## config.mk

```make
export PLATFORM = sky130hd
export DESIGN_NAME = db_multi
export DESIGN_NICKNAME = d
export VERILOG_FILES = /design/src/rtl/db_multi.sv
export SDC_FILE = /design/constraint.sdc
export NUM_CORES = 1
export LEC_CHECK = 0
export ABC_CLOCK_PERIOD_IN_PS = 2100
export CORE_UTILIZATION = 40
export CTS_CLUSTER_DIAMETER = 100
export DETAILED_ROUTE_END_ITERATION = 10
export GPL_TIMING_DRIVEN = 0
export PLACE_DENSITY = 0.58
export RECOVER_POWER = 25
export SKIP_LAST_GASP = 1
export SYNTH_ARGS = -nofsm -noshare
export SYNTH_HDL_FRONTEND = slang
export SYNTH_SLANG_ARGS = --single-unit
```

## constraint.sdc

```tcl
create_clock -name clk -period 2.1 [get_ports clk]
set_input_delay 0.315 -clock clk [delete_from_list [all_inputs] [get_ports clk]]
set_output_delay 0.315 -clock clk [all_outputs]
set_load 0.03 [all_outputs]
```

## src/rtl/db_multi.sv

```systemverilog
// rtl/db_multi.sv - multi-channel switch debouncer with a shared sample-tick prescaler
// Each channel accepts a new level only after STABLE_TICKS consecutive disagreeing ticks.
module db_multi #(
    parameter int              N_CH         = 4,
    parameter int              TICK_DIV     = 100000,
    parameter int              STABLE_TICKS = 4,
    parameter int              SYNC_STAGES  = 2,
    parameter logic [N_CH-1:0] INIT_VAL     = '0
) (
    input  logic            clk,
    input  logic            rst,
    input  logic [N_CH-1:0] raw_input,
    output logic [N_CH-1:0] db,
    output logic [N_CH-1:0] rise,
    output logic [N_CH-1:0] fall,
    output logic            tick
);
    localparam int            PW         = (TICK_DIV > 1) ? $clog2(TICK_DIV) : 1;
    localparam int            CW         = $clog2(STABLE_TICKS) + 1;
    localparam logic [PW-1:0] PRESC_LAST = PW'(TICK_DIV - 1);
    localparam logic [CW-1:0] CNT_LAST   = CW'(STABLE_TICKS - 1);
    localparam logic [0:0]    ST_AGREE   = 1'b0;
    localparam logic [0:0]    ST_PENDING = 1'b1;

    logic [PW-1:0]   presc_q, presc_d;
    logic            tick_w;
    logic [N_CH-1:0] sync_q [SYNC_STAGES];
    logic [N_CH-1:0] sync_w;
    logic [CW-1:0]   cnt_q [N_CH];
    logic [CW-1:0]   cnt_d [N_CH];
    logic [CW-1:0]   progress;
    logic [N_CH-1:0] state_q, state_d;
    logic [N_CH-1:0] db_q, db_d;
    logic [N_CH-1:0] rise_q, rise_d;
    logic [N_CH-1:0] fall_q, fall_d;

    assign tick_w  = (presc_q == PRESC_LAST);
    assign presc_d = tick_w ? '0 : presc_q + PW'(1);
    assign sync_w  = sync_q[SYNC_STAGES-1];

    always_comb begin
        state_d  = state_q;
        db_d     = db_q;
        rise_d   = '0;
        fall_d   = '0;
        progress = '0;
        for (int i = 0; i < N_CH; i++) begin
            cnt_d[i] = cnt_q[i];
            // An AGREE channel has no progress regardless of what cnt holds.
            progress = (state_q[i] == ST_AGREE) ? '0 : cnt_q[i];
            if (tick_w) begin
                if (sync_w[i] == db_q[i]) begin
                    cnt_d[i]   = '0;
                    state_d[i] = ST_AGREE;
                end else if (progress == CNT_LAST) begin
                    cnt_d[i]   = '0;
                    state_d[i] = ST_AGREE;
                    db_d[i]    = sync_w[i];
                    rise_d[i]  = sync_w[i];
                    fall_d[i]  = ~sync_w[i];
                end else begin
                    cnt_d[i]   = progress + CW'(1);
                    state_d[i] = ST_PENDING;
                end
            end
        end
    end

    always_ff @(posedge clk) begin
        if (rst) begin
            presc_q <= '0;
            for (int s = 0; s < SYNC_STAGES; s++) sync_q[s] <= INIT_VAL;
            for (int i = 0; i < N_CH; i++) cnt_q[i] <= '0;
            state_q <= {N_CH{ST_AGREE}};
            db_q    <= INIT_VAL;
            rise_q  <= '0;
            fall_q  <= '0;
        end else begin
            presc_q   <= presc_d;
            sync_q[0] <= raw_input;
            for (int s = 1; s < SYNC_STAGES; s++) sync_q[s] <= sync_q[s-1];
            for (int i = 0; i < N_CH; i++) cnt_q[i] <= cnt_d[i];
            state_q <= state_d;
            db_q    <= db_d;
            rise_q  <= rise_d;
            fall_q  <= fall_d;
        end
    end

    assign tick = tick_w & ~rst;
    assign db   = db_q;
    assign rise = rise_q;
    assign fall = fall_q;
endmodule
```

==> flow_metrics.env, run 1 <==
export IMPL_via_count=1713
export IMPL_maxSlewViolCount=0
export IMPL_arrival_ns=2.38
export IMPL_ys_seq_elements=53
export IMPL_numCtsBuffers=5
export IMPL_gp_congestion=0.8049
export IMPL_ir_drop_v=0.0004400
export IMPL_worstRegToRegCells=5
export IMPL_drtIter0Drc=100
export IMPL_tns_ns=-0.5089
export IMPL_end_kind="flop"
export IMPL_drv_cap=0
export IMPL_synth_distinct_cells=31
export IMPL_worst_slew_margin_rel=0.6518
export IMPL_clockBufferDepth=2
export IMPL_grt_pass1_wl_um=6879
export IMPL_worstPathCellList="or4_4 -> or4_1 -> buf_6 -> or3_1 -> a21oi_1"
export IMPL_ios=19
export IMPL_synthesis_nets=255
export IMPL_wirelength_um=4213
export IMPL_cp_top_family="simple AND/OR/NAND/NOR gates"
export IMPL_portBuffers=18
export IMPL_clk_pin_slew_ns=0.10
export IMPL_fin_util=0.5133
export IMPL_finalSetupViolCount=19
export IMPL_clock_skew_ns=0.01044
export IMPL_die_h_um=75.61
export IMPL_insertedDiodeCount=0
export IMPL_start_util=0.4190
export IMPL_path_class="flop to flop"
export IMPL_crit_cells=5
export IMPL_period_needed_ns=2.145
export IMPL_p_leak_uw=0.0009158
export IMPL_avgSynthCellArea_sq_um=8.881
export IMPL_status="finished with violations"
export IMPL_min_path_type="flop to flop"
export IMPL_fp_dieArea_sq_um=5716
export IMPL_fillers=465
export IMPL_routedWlPerCell_um=12.32
export IMPL_rows=26
export IMPL_htree_levels=2
export IMPL_grt_overflow_total=0
export IMPL_netlist_area_sq_um=2167
export IMPL_area_growth_pct=22.52
export IMPL_synth_seq_area_share=0.4896
export IMPL_p_per_area_nw_per_um2=677.5
export IMPL_viasPerCell=5.009
export IMPL_dpl_hpwl_um=2919
export IMPL_setup_worst_path_start_class="flop"
export IMPL_path_max_fanout=7
export IMPL_critPathSlowestCell="or4_4"
export IMPL_grt_max_degree=17
export IMPL_drive_gt1_frac=0.1176
export IMPL_hold_path_depth=1
export IMPL_seqCellArea_sq_um=1071
export IMPL_antenna_found_initial=0
export IMPL_period_share=1.021
export IMPL_worst_pin_slew_ns=0.5224
export IMPL_grt_pass1_vias=1509
export IMPL_yosys_warnings=0
export IMPL_core_region_area_sq_um=5172
export IMPL_postSynthCellCount=244
export IMPL_setup_ws_ns=-0.04450
export IMPL_cts_sinks=53
export IMPL_clk_latency_ns=0.31
export IMPL_worstPathRequired_ns=2.34
export IMPL_drt_pass1_iter_count=5
export IMPL_rsz0062_at_grt="true"
export IMPL_die_x_um=75.61
export IMPL_holdBufCountCts=0
export IMPL_max_clock_freq_ghz=0.4663
export IMPL_hold_viol=0
export IMPL_grt_usage=0.1619
export IMPL_multi_input_area_sq_um=1037
export IMPL_slowest_delay_ns=0.56
export IMPL_stdcell_area_sq_um=2655
export IMPL_violations="negative setup slack"
export IMPL_placed_area_sq_um=2435
export IMPL_drc=0
export IMPL_cts_tree="built"
export IMPL_cts_root_buffer="clkbuf_8"
export IMPL_cp_buffers_inverters=1
export IMPL_nets=282
export IMPL_drtAntennaViolNets=0
where the power goes:
group | internal [uW] | total [uW] | switching, uW
sequential | 1020 | 1020 | 7.59
clock | 388 | 719 | 331
combinational | 26.1 | 57.5 | 31.4
total | 1430 | 1800 | 370
worst reg2reg max path, delay by kind of cell, from the launching register on:
family / cells / cell delay, ns
flip-flops: 1 / 0.37
AO/OA/AOI/OAI: 1 / 0.14
buffers and inverters: 1 / 0.15
AND/OR/NAND/NOR: 3 / 1.43
repair_timing:
item,CTS,global route
pin swaps,2,0
gates resized for setup,33,3
buffers inserted,4,0
gates cloned,1,0
setup endpoints to repair,31,29
synth_stat cells:
master    instances  area share
or3_1             5       0.014
a31oi_1           4       0.012
xnor2_1           9       0.036
a21oi_1          17       0.039
nand2b_1          2      0.0058
ha_1              5       0.029
nor4_1           10       0.029
or4_4             1      0.0052
nand3b_1          4       0.014
nor4b_1           4       0.016
nand4_1           9       0.026
nand3_1          14       0.032
buf_4             1      0.0035
nor2_1           17       0.029
or4_1             1      0.0035
and4_1            1      0.0040
o21ai_0           5       0.012
or2_2             1      0.0029
dfxtp_1          53        0.49
and2_1            8       0.023
nor2b_1           8       0.023
nor3b_1           4       0.014
xor2_1            9       0.036
clkbuf_1         10       0.017
nand2_1          23       0.040
buf_2             2      0.0046
nand4b_1          1      0.0040
and3_1            2      0.0058
nor3_1            2      0.0046
or4bb_1           1      0.0052
inv_1            11       0.019
layer usage:
layer  vias to the layer above  GRT usage  share of wire
li1                        896          -              -
met1                       786     0.2026           0.49
met2                        25     0.2758           0.47
met3                         6    0.03968          0.023
met4                         0    0.04938          0.013
met5                         -          0              0
cells in the final DEF (no fill, tap or decap), drive strengths merged, types with 9 or more instances in the layout:
master         synthesis  routed
dfxtp                 53      53
nand2                 23      23
a21oi                 17      17
nor2                  17      17
clkdlybuf4s50          0      17
nand3                 14      14
clkbuf                10      13
inv                   11      11
nor4                  10      10
nand4                  9       9
xor2                   9       9
xnor2                  9       9
buf                    3       9
flip-flops by register name, summed over array words and instances (netlist names):
signal   cells
presc_q     17
cnt_q       12
sync_q       8
db           4
fall         4
rise         4
state_q      4
through the flow:
stage	cells	power, uW	worst slack (ns)	hold slack (ns)
floorplan	244	1079	0.05845	0.4138
global placement	332	1101	-0.5216	0.4245
detailed placement	332	1101	-0.5401	0.4281
CTS	343	1815	-0.05537	0.4412
global route	342	1865	-0.1362	0.4521
finish	342	1799	-0.04450	0.4356
kinds of logic after synthesis:
| family | Yosys count | synth area share |
|---|---|---|
| buffers and inverters | 24 | 0.04446 |
| AO/OA/AOI/OAI | 26 | 0.06235 |
| adder cells (fa/ha/maj) | 5 | 0.02887 |
| flip-flops | 53 | 0.4896 |
| AND/OR/NAND/NOR | 118 | 0.3020 |
| XOR/XNOR | 18 | 0.07275 |
final cells by class:
type                    instances  share of cell area
clock buffers                   6             0.03110
multi-input cells             167              0.3907
repair buffers                 23             0.08388
plain buffers                  10             0.02828
well taps                      70             0.03299
clock inverters                 2             0.01414
inverters                      11             0.01555
flip-flops and latches         53              0.4034
final timing paths:
path	startpoint	endpoint	slack (ns)
max	presc_q[11]	db[0]	-0.04
min	sync_q[0][2]	sync_q[0][6]	0.44
max reg2reg	presc_q[11]	db[0]	-0.04
min reg2reg	sync_q[0][2]	sync_q[0][6]	0.44
Note: power is estimated with default switching activity, not from simulation.
==> inputs of run 2 (changes only) <==
--- a/config.mk
+++ b/config.mk
@@ -6,6 +6,7 @@
 export NUM_CORES = 1
 export LEC_CHECK = 0
 export ABC_CLOCK_PERIOD_IN_PS = 2100
+export CORE_ASPECT_RATIO = 0.7
 export CORE_UTILIZATION = 40
 export CTS_CLUSTER_DIAMETER = 100
 export DETAILED_ROUTE_END_ITERATION = 10
==> run 2 against run 1 <==
The flow still finishes with violations (negative setup slack). Fmax increased by 0.58%. Count of clock-buffer cells in the layout stayed put. Die area barely moved. Setup slack better by 0.012 ns. Via count increased by 3.4%.
==> flow_metrics.env, run 2 (synthesis results as in run 1) <==
export IMPL_status="finished with violations"
export IMPL_violations="negative setup slack"
export IMPL_htree_levels=2
export IMPL_grt_overflow_total=0
export IMPL_drtIter0Drc=115
export IMPL_antenna_found_initial=0
export IMPL_reg_largest_list="presc_q (17), cnt_q (12), sync_q (8)"
export IMPL_min_path_type="flop to flop"
export IMPL_worstPathRequired_ns=1.78
export IMPL_cts_tree="built"
export IMPL_clock_skew_ns=0.01233
export IMPL_ir_drop_v=0.0002937
export IMPL_hold_end="sync_q[0][6]"
export IMPL_holdBufCountCts=0
export IMPL_grt_max_degree=17
export IMPL_stdcell_area_sq_um=2740
export IMPL_maxSlewViolCount=0
export IMPL_setup_ws_ns=-0.03205
export IMPL_period_share=1.015
export IMPL_layout_common_cells="dfxtp_1, nand2_1, a21oi_1"
export IMPL_largest_reg_flops=17
export IMPL_gp_congestion=0.7797
export IMPL_path_max_fanout=4
export IMPL_fp_dieArea_sq_um=5721
export IMPL_wirelength_um=4499
export IMPL_routedWlPerCell_um=12.89
export IMPL_path_class="flop to output port"
export IMPL_drt_pass1_iter_count=4
export IMPL_worst_slew_margin_rel=0.6658
export IMPL_viasPerCell=5.077
export IMPL_area_growth_pct=26.44
export IMPL_routed_top_layer="met4"
export IMPL_dpl_hpwl_um=2926
export IMPL_fin_util=0.5239
export IMPL_max_clock_freq_ghz=0.4690
export IMPL_grt_pass1_wl_um=7238
export IMPL_worst_r2r_setup_slack_ns=0
export IMPL_nets=287
export IMPL_hold_viol=0
export IMPL_clk_pin_slew_ns=0.10
export IMPL_rr_startpoint="presc_q[11]"
export IMPL_die_h_um=63.58
export IMPL_hold_path_depth=1
export IMPL_grt_usage=0.1593
export IMPL_insertedDiodeCount=0
export IMPL_rsz0062_at_grt="true"
export IMPL_drive_gt1_frac=0.1805
export IMPL_ios=19
export IMPL_final_common_cell="dfxtp_1"
export IMPL_drtAntennaViolNets=0
export IMPL_cts_root_buffer="clkbuf_8"
export IMPL_drc=0
export IMPL_core_region_area_sq_um=5230
export IMPL_p_per_area_nw_per_um2=606.1
export IMPL_setup_worst_path_start_class="flop"
export IMPL_finalSetupViolCount=2
export IMPL_worstRegToRegCells=6
export IMPL_start_util=0.4144
export IMPL_wl_met3_um=114
export IMPL_placed_area_sq_um=2437
export IMPL_clk_latency_ns=0.30
export IMPL_regMostFlops="presc_q"
export IMPL_numCtsBuffers=5
export IMPL_grt_pass1_vias=1574
export IMPL_die_x_um=89.98
export IMPL_hp_start="sync_q[0][2]"
export IMPL_end_kind="output port"
export IMPL_worst_pin_slew_ns=0.5014
export IMPL_via_count=1772
export IMPL_period_needed_ns=2.132
export IMPL_cts_sinks=53
export IMPL_rows=22
export IMPL_portBuffers=18
export IMPL_p_leak_uw=0.0009445
export IMPL_clockBufferDepth=2
export IMPL_wl_met2_um=1926
export IMPL_arrival_ns=1.82
export IMPL_wl_met1_um=2417
export IMPL_drv_cap=0
export IMPL_r2r_end="presc_q[15]"
run 2: how the worst max path moves through the flow:
| stage | start | slack [ns] | end |
|---|---|---|---|
| floorplan | presc_q[5] | 0.06 | db[0] |
| global placement | presc_q[5] | -0.54 | tick |
| detailed placement | presc_q[5] | -0.54 | tick |
| CTS | presc_q[13] | -0.02 | tick |
| global route | presc_q[1] | -0.18 | tick |
| finish | presc_q[14] | -0.03 | tick |
run 2: cell type report:
cell class,instances,area [sq um]
clock buffer,6,72.57
fill,495,2490
inverter,11,41.29
clock inverter,2,15.01
sequential,53,1076
timing repair buffer,29,289.0
tap,72,90.09
buffer,9,65.06
multi-input combinational,167,1091
run 2: routing by layer:
layer,GRT usage,up-vias
met3,0.03623,5
met5,0,-
li1,-,902
met1,0.2241,847
met2,0.2423,18
met4,0.04839,0
run 2: stage by stage:
stage	hold WS [ns]	setup TNS, ns	worst slack [ns]	total power, uW	instances
2_1_floorplan	0.4138	0	0.05845	1079	244
3_3_place_gp	0.4190	-5.589	-0.5351	1100	334
3_5_place_dp	0.4270	-5.630	-0.5350	1100	334
4_1_cts	0.4502	-0.01945	-0.01945	1667	347
5_1_grt	0.4654	-0.5543	-0.1840	1731	349
6_report	0.4478	-0.03222	-0.03205	1661	349
run 2: worst max-delay path, cell delays in order (launching register included):
cell and delay [ns]:
dfxtp_2 0.34, or4bb_4 0.53, nor4_2 0.30, nand2b_1 0.13, inv_1 0.09, buf_6 0.13
run 2: what timing repair did:
action,in CTS,in global routing
cloned,1,1
endpoints found under the hold margin,0,0
gates resized for setup,32,25
pin swaps,2,8
endpoints found under the setup margin,33,31
setup buffers,6,3
run 2: power by group:
part | switching, uW | internal [uW]
Combinational | 36.0 | 31.1
Sequential | 9.45 | 1010
Clock | 335 | 236
==> inputs of run 3 (changes only) <==
--- a/config.mk
+++ b/config.mk
@@ -7,6 +7,7 @@
 export LEC_CHECK = 0
 export ABC_CLOCK_PERIOD_IN_PS = 2100
 export CORE_ASPECT_RATIO = 0.7
+export CORE_MARGIN = 3
 export CORE_UTILIZATION = 40
 export CTS_CLUSTER_DIAMETER = 100
 export DETAILED_ROUTE_END_ITERATION = 10
==> run 3 against run 2 <==
Combinational power fell by 13%. Sequential share of layout area is 0.27 points higher. Fmax is 0.54% higher. The run still ends with negative setup slack left. Final area shrank 0.69%. Clock skew fell by 0.0057 ns. Count of clock-buffer cells in the layout did not move. Flip-flop and latch count stayed put. Via count is 2.0% higher. Sequential power hardly changed. Critical path depth unchanged. Hold slack worse by 0.0046 ns.
==> flow_metrics.env, run 3 (synthesis results as in run 1) <==
export IMPL_ir_drop_v=0.0002640
export IMPL_dp_cells=331
export IMPL_grt_pass1_wl_um=7803
export IMPL_nets=285
export IMPL_gp_congestion=0.8302
export IMPL_final_cells=344
export IMPL_maxSlewViolCount=0
export IMPL_p_per_area_nw_per_um2=610.8
export IMPL_cts_root_buffer="clkbuf_8"
export IMPL_hp_start="sync_q[0][2]"
export IMPL_die_x_um=93.98
export IMPL_viasPerCell=5.256
export IMPL_wirelength_um=4730
export IMPL_via_count=1808
export IMPL_rr_startpoint="presc_q[11]"
export IMPL_rows=21
export IMPL_clockBufferDepth=2
export IMPL_drt_pass1_iter_count=5
export IMPL_core_region_area_sq_um=4992
export IMPL_fin_util=0.5451
export IMPL_grt_usage=0.1617
export IMPL_numCtsBuffers=5
export IMPL_cts_tree="built"
export IMPL_period_share=1.010
export IMPL_portBuffers=18
export IMPL_p_leak_uw=0.0009578
export IMPL_hold_path_depth=1
export IMPL_dpl_hpwl_um=3142
export IMPL_insertedDiodeCount=0
export IMPL_routedWlPerCell_um=13.75
export IMPL_crit_start="presc_q[14]"
export IMPL_reg_largest_list="presc_q (17), cnt_q (12), sync_q (8)"
export IMPL_netSwitchingPower_uw=387.4
export IMPL_area_growth_pct=25.58
export IMPL_arrival_ns=1.81
export IMPL_seqCellArea_sq_um=1076
export IMPL_die_h_um=67.58
export IMPL_htree_levels=2
export IMPL_clock_skew_ns=0.006605
export IMPL_multi_input_area_sq_um=1087
export IMPL_pwr_share_seq=0.615
export IMPL_grt_overflow_total=0
export IMPL_total_power_uw=1662
export IMPL_holdBufCountCts=0
export IMPL_power_switching_share=0.2330
export IMPL_violations="negative setup slack"
export IMPL_layout_common_cells="dfxtp_1, nand2_1, nor2_1"
export IMPL_rsz0062_at_grt="true"
export IMPL_pwr_share_clk=0.350
export IMPL_antenna_found_initial=0
export IMPL_grt_max_degree=17
export IMPL_clk_pin_slew_ns=0.10
export IMPL_tns_ns=-0.06013
export IMPL_drtAntennaViolNets=0
export IMPL_final_common_cell="dfxtp_1"
export IMPL_worst_pin_slew_ns=0.5914
export IMPL_status="finished with violations"
export IMPL_fp_dieArea_sq_um=6351
export IMPL_worstPathRequired_ns=1.78
export IMPL_hold_viol=0
export IMPL_cts_sinks=53
export IMPL_setup_ws_ns=-0.02055
export IMPL_grt_pass1_vias=1595
export IMPL_finalSetupViolCount=5
export IMPL_regMostFlops="presc_q"
export IMPL_path_class="flop to output port"
export IMPL_drtIter0Drc=87
export IMPL_end_kind="output port"
export IMPL_worstRegToRegCells=4
export IMPL_fillers=457
export IMPL_min_path_type="flop to flop"
export IMPL_combPwrFrac=0.035
export IMPL_max_clock_freq_ghz=0.4716
export IMPL_worst_slew_margin_rel=0.6057
export IMPL_drv_cap=0
export IMPL_cell_internal_pwr_uw=1275
export IMPL_setup_worst_path_start_class="flop"
export IMPL_start_util=0.4341
export IMPL_drc=0
export IMPL_ios=19
export IMPL_path_max_fanout=2
export IMPL_clk_latency_ns=0.31
export IMPL_period_needed_ns=2.121
export IMPL_largest_reg_flops=17
export IMPL_drive_gt1_frac=0.1600
[run 3: cell count changes in the layout (fill, tap and decap cells not counted), moves of 2 or more]
cell     previous run  this run
nor3b_2             0         2
nor2_4              3         0
nor3b_1             4         2
nor2_2              5         0
a31oi_4             0         2
buf_8               2         0
nor2_1              9        17
[run 3: critical path, stage by stage (launching register included)]
cell	delay, ns
dfxtp_2	0.34
or4bb_4	0.54
nor4_2	0.28
nand2b_1	0.13
inv_1	0.08
buf_6	0.12
[run 3: area by class of cell]
class	count	area share
Buffer	8	0.02391
Clock buffer	6	0.02667
Clock inverter	2	0.005517
Inverter	11	0.01517
Multi-Input combinational cell	167	0.3995
Sequential cell	53	0.3954
Tap cell	69	0.03172
Timing Repair Buffer	28	0.1021
[run 3: what timing repair did]
item,4_1_cts,5_1_grt
gates resized for setup,29,25
endpoints found under the setup margin,36,31
pin swaps,2,5
gates cloned,1,1
setup buffers,5,3
[run 3: per-layer routing]
| metal | GRT usage | share of wire | wire, um | up-vias |
|---|---|---|---|---|
| met5 | 0 | 0 | 0 | - |
| met4 | 0.07568 | 0.015 | 69 | 0 |
| met3 | 0.04009 | 0.057 | 269 | 5 |
| met2 | 0.2184 | 0.40 | 1891 | 52 |
| met1 | 0.2376 | 0.53 | 2499 | 848 |
| li1 | - | - | - | 903 |
[run 3: path summary, 6_finish.rpt]
path                  endpoint  slack, ns
setup reg to reg         db[1]      -0.01
hold / removal    sync_q[0][6]       0.44
setup / recovery          tick      -0.02
hold reg to reg   sync_q[0][6]       0.44
[run 3: through the flow]
stage / hold slack [ns] / cell area, sq um / setup slack (ns)
2_1_floorplan: 0.4138 / 2167 / 0.05845
3_3_place_gp: 0.4181 / 2434 / -0.5536
3_5_place_dp: 0.4204 / 2434 / -0.5531
4_1_cts: 0.4443 / 2613 / -0.05127
5_1_grt: 0.4570 / 2721 / -0.09967
6_report: 0.4433 / 2721 / -0.02055
[run 3: power groups by stage]
stage	Sequential, uW	Clock [uW]	Combinational (uW)
final	1020	581	58.7
after global routing	1020	638	65.5
after CTS	1020	602	58.6
after detailed placement	1050	0	53.4
after global placement	1050	0	53.4
after floorplan	1050	0	33.4
